### src/rtl/dmem_port_arbiter.sv
// Shares the single dmem BRAM port between the core (C) and DMA (D) requesters.
// Core has fixed priority; a streak counter guarantees the DMA port a slot.
module dmem_port_arbiter #(
  parameter int ADDR_W       = 14,
  parameter int STARVE_LIMIT = 4
) (
  input  logic              clk,
  input  logic              rst_n,
  input  logic              c_valid,
  output logic              c_ready,
  input  logic [ADDR_W-1:0] c_addr,
  input  logic [31:0]       c_wdata,
  input  logic [3:0]        c_wmask,
  output logic              c_rvalid,
  output logic [31:0]       c_rdata,
  input  logic              d_valid,
  output logic              d_ready,
  input  logic [ADDR_W-1:0] d_addr,
  input  logic [31:0]       d_wdata,
  input  logic [3:0]        d_wmask,
  output logic              d_rvalid,
  output logic [31:0]       d_rdata,
  output logic              mem_en,
  output logic [3:0]        mem_we,
  output logic [ADDR_W-1:0] mem_addr,
  output logic [31:0]       mem_din,
  input  logic [31:0]       mem_dout
);

  localparam logic [3:0] LIMIT = 4'(STARVE_LIMIT);

  logic [3:0]  streak_reg, streak_next;
  logic        rd_pend_reg, rd_owner_reg;
  logic        grant_c, grant_d;
  logic        read_xfer;
  logic [1:0]  rvalid_vec;
  logic [31:0] rdata_vec [2];

  always_comb begin
    grant_c = 1'b0;
    grant_d = 1'b0;
    if (c_valid && (!d_valid || streak_reg < LIMIT)) begin
      grant_c = 1'b1;
    end else if (d_valid) begin
      grant_d = 1'b1;
    end
  end

  assign c_ready = grant_c;
  assign d_ready = grant_d;

  always_comb begin
    mem_en   = grant_c | grant_d;
    mem_we   = 4'b0000;
    mem_addr = '0;
    mem_din  = '0;
    if (grant_c) begin
      mem_we   = c_wmask;
      mem_addr = c_addr;
      mem_din  = c_wdata;
    end else if (grant_d) begin
      mem_we   = d_wmask;
      mem_addr = d_addr;
      mem_din  = d_wdata;
    end
  end

  assign read_xfer = (grant_c && (c_wmask == 4'b0000)) ||
                     (grant_d && (d_wmask == 4'b0000));

  // The streak only counts core wins that actually kept the DMA waiting.
  always_comb begin
    streak_next = streak_reg;
    if (!d_valid || grant_d) begin
      streak_next = 4'd0;
    end else if (grant_c && streak_reg != LIMIT) begin
      streak_next = streak_reg + 4'd1;
    end
  end

  always_ff @(posedge clk or negedge rst_n) begin
    if (!rst_n) begin
      streak_reg   <= 4'd0;
      rd_pend_reg  <= 1'b0;
      rd_owner_reg <= 1'b0;
    end else begin
      streak_reg  <= streak_next;
      rd_pend_reg <= read_xfer;
      if (read_xfer) begin
        rd_owner_reg <= grant_d;
      end
    end
  end

  // Port 0 is the core, port 1 the DMA; only the owner sees the BRAM data.
  for (genvar gi = 0; gi < 2; gi++) begin : g_ret
    assign rvalid_vec[gi] = rd_pend_reg && (rd_owner_reg == 1'(gi));
    assign rdata_vec[gi]  = rvalid_vec[gi] ? mem_dout : 32'd0;
  end

  assign c_rvalid = rvalid_vec[0];
  assign d_rvalid = rvalid_vec[1];
  assign c_rdata  = rdata_vec[0];
  assign d_rdata  = rdata_vec[1];

endmodule

### config.mk
export PLATFORM = sky130hd
export DESIGN_NAME = dmem_port_arbiter
export DESIGN_NICKNAME = d
export VERILOG_FILES = /design/src/rtl/dmem_port_arbiter.sv
export SDC_FILE = /design/constraint.sdc
export NUM_CORES = 1
export LEC_CHECK = 0
export CORE_AREA = 8 8 94 96
export CTS_BUF_LIST = sky130_fd_sc_hd__clkbuf_4 sky130_fd_sc_hd__clkbuf_8 sky130_fd_sc_hd__clkbuf_16
export CTS_CLUSTER_DIAMETER = 200
export CTS_CLUSTER_SIZE = 25
export DETAILED_ROUTE_END_ITERATION = 6
export DIE_AREA = 0 0 102 104
export PLACE_DENSITY = 0.93
export SLEW_MARGIN = 20
export SYNTH_ARGS = -nofsm -noshare
export SYNTH_HDL_FRONTEND = slang
export SYNTH_SLANG_ARGS = --single-unit
### constraint.sdc
create_clock -name clk -period 2.5 [get_ports clk]
set_input_delay 0.75 -clock clk [delete_from_list [all_inputs] [get_ports clk]]
set_output_delay 0.75 -clock clk [all_outputs]
set_load 0.01 [all_outputs]
==> impl_metrics.yaml <==
placed_design:
  hpwl_um: 8935
  placed_area_sq_um: 4428
  numPortBuffers: 254
  post-place-ws_ns: -0.3188
  globalplace.congestion: 0.8487
  dp_cells: 619
pwr:
  power_density_nw_per_um2: 201.2
  total_power_mw: 0.8697
  peakVddDrop_mv: 0.1898
  leakagePower_nw: 2.292
timing:
  fin_ws_ns: 0.04768
  hold_violations: 0
  rsz0062_at_grt: "false"
  slew_viol_final: 0
  setup_viol: 0
  setup_tns_ns: 0
  period_needed_ns: 2.452
  fin_skew_ns: 0.001051
  fmax_mhz: 407.8
  whs_ns: 0.5004
  fin_crit_sh_pct: 98.09
routing:
  vias: 2952
  drtPass1Iterations: 4
  drc: 0
  ant_nets: 0
  first_iter_violations: 63
  wl_per_cell_um: 17.26
  drt_wl_total_um: 10860
  viasPerCell: 4.693
die:
  die_width_um: 102
  die-height_um: 104
  coreArea_sq_um: 7447
  rows: 32
  design.portCount: 255
  dieArea_sq_um: 10610
  start_util_pct: 24.33
clock_network:
  cts.clk_slew.worst_paths_ns: 0.03
  cts_tree: "done"
  ctsHoldBuffers: 0
  htree_levels: 1
  root_buffer: "clkbuf_8"
  cts-buffers-inserted: 3
  clock-sinks: 6
  clkLatencyLatePin_ns: 0.22
  clock_path_buffers: 2
cells_and_area:
  fin_nets: 667
  finalCoreUtilization_pct: 58.03
  area_growth_pct: 138.5
  stdcell_area_sq_um: 4322
  largest_reg_flops: 4
  nFillCells: 698
  final_cells: 629
  drive_gt1_share_pct: 23.72
  antennaDiodeCount: 0
logic_synthesis:
  async_flop_share_pct: 100.0
  ys_warn_count: 0
  ys.flop_type: "dfrtp_1"
  synth_largest_area_cell: "o21ai_2"
  syn_avg_cell_area_sq_um: 6.541
  synthDistinctLibCells: 24
  seq_area_frac_synth_pct: 8.287
  mappedNetlistArea_sq_um: 1812
  synth_top_area_share_pct: 24.17
  synthTopCellsByCount: "nand2_1 (53), nand3_1 (50), o21ai_2 (50)"
  syn_inst: 277
  yosysMostFrequentCell: "nand2_1"
  synth.area.top_cells: "o21ai_2 (24%), nand3_1 (14%), and2_1 (12%)"
  synth_edf_count: 0
  synth_seq_cells: 6
  syn_nets: 415
worst_setup_path:
  cp.arrival_ns: 1.70
  start_kind: "input pin"
  path_max_fanout: 6
  endpoint_kind: "output pin"
  crit_required_ns: 1.75
  path_class: "in -> out"
global_routing:
  grt_pass1_vias: 3199
  grt_pass1_wl_um: 16350
  grt_max_degree: 35
  antenna_found_initial: 0
  grt_util_all_layers_pct: 19.08
  grt-ovfl-total: 0
job:
  drv_cap: 0
hold_path:
  hold_class: "reg -> reg"
outcome:
  status: "finished clean"
-- cells in the final DEF (no fill, tap or decap), types with 2 or more instances in the layout --
master           instances
buf_4                   15
buf_12                   3
dlygate4sd2_1           76
clkbuf_2                20
buf_16                   2
inv_1                    2
buf_2                   21
and2_1                  35
clkdlybuf4s50_1        135
dfrtp_1                  6
nand3_1                 50
o21ai_2                 49
clkbuf_8                 3
nand2_1                 53
and3_1                  32
ha_1                     2
nor4_1                   2
buf_6                    6
-- metal layers --
metal	GRT usage [%]	vias to the layer above	routed length [um]
met1	18.82	1325	3988
met4	6.086	0	224
met3	5.957	17	1050
li1	-	1465	-
met5	0	-	0
met2	36.00	145	5591
-- logic make-up (layout without fill, tap and decap cells) --
group                      after synthesis  count (layout)  share of synthesized area, %
and+or+nand+nor                        179             179                         51.17
AOI/OAI and AO/OA                       53              53                         25.21
buffers and inverters                   35             285                         13.19
DFF                                      6               6                         8.287
adders and majority gates                2               2                         1.381
other                                    1               1                        0.2070
muxes                                    1               1                        0.5525
-- power breakdown --
| group | internal (mW) | switching [mW] | total (mW) |
|---|---|---|---|
| clock | 0.103 | 0.0413 | 0.145 |
| combinational | 0.359 | 0.262 | 0.621 |
| sequential | 0.100 | 0.00328 | 0.104 |
| total | 0.563 | 0.307 | 0.870 |
-- worst paths after layout --
check                           slack, ns       endpoint  cells past startpoint     startpoint
worst min register to register       0.50  streak_reg[0]                      1  streak_reg[0]
worst max register to register       1.22    rd_pend_reg                      4  streak_reg[3]
worst max-delay path                 0.05     mem_din[2]                      8        d_valid
min in group asynchronous            0.76  streak_reg[1]                      1          rst_n
max in group asynchronous            1.53  streak_reg[0]                      1          rst_n
worst min-delay path                 0.50  streak_reg[0]                      1  streak_reg[0]
-- critical path: stages --
cell and delay, ns:
buf_8 0.08, o21ai_4 0.07, and2_4 0.19, buf_6 0.13, buf_16 0.14, buf_6 0.11, o21ai_2 0.09, buf_2 0.13
-- repair_timing --
action	CTS	global route
pin swaps	3	1
cloned	3	0
resized for setup	198	35
buffers inserted	5	0
endpoints found under the setup margin	117	40
-- area by class of cell --
class	count	area, sq um	share of cell area, %
Timing Repair Buffer	280	2565	59.35
Multi-Input combinational cell	236	1430	33.09
Sequential cell	6	150.1	3.474
Tap cell	102	127.6	2.953
Clock buffer	3	41.29	0.9554
Inverter	2	7.507	0.1737
Power figures use the tool's default switching activity.
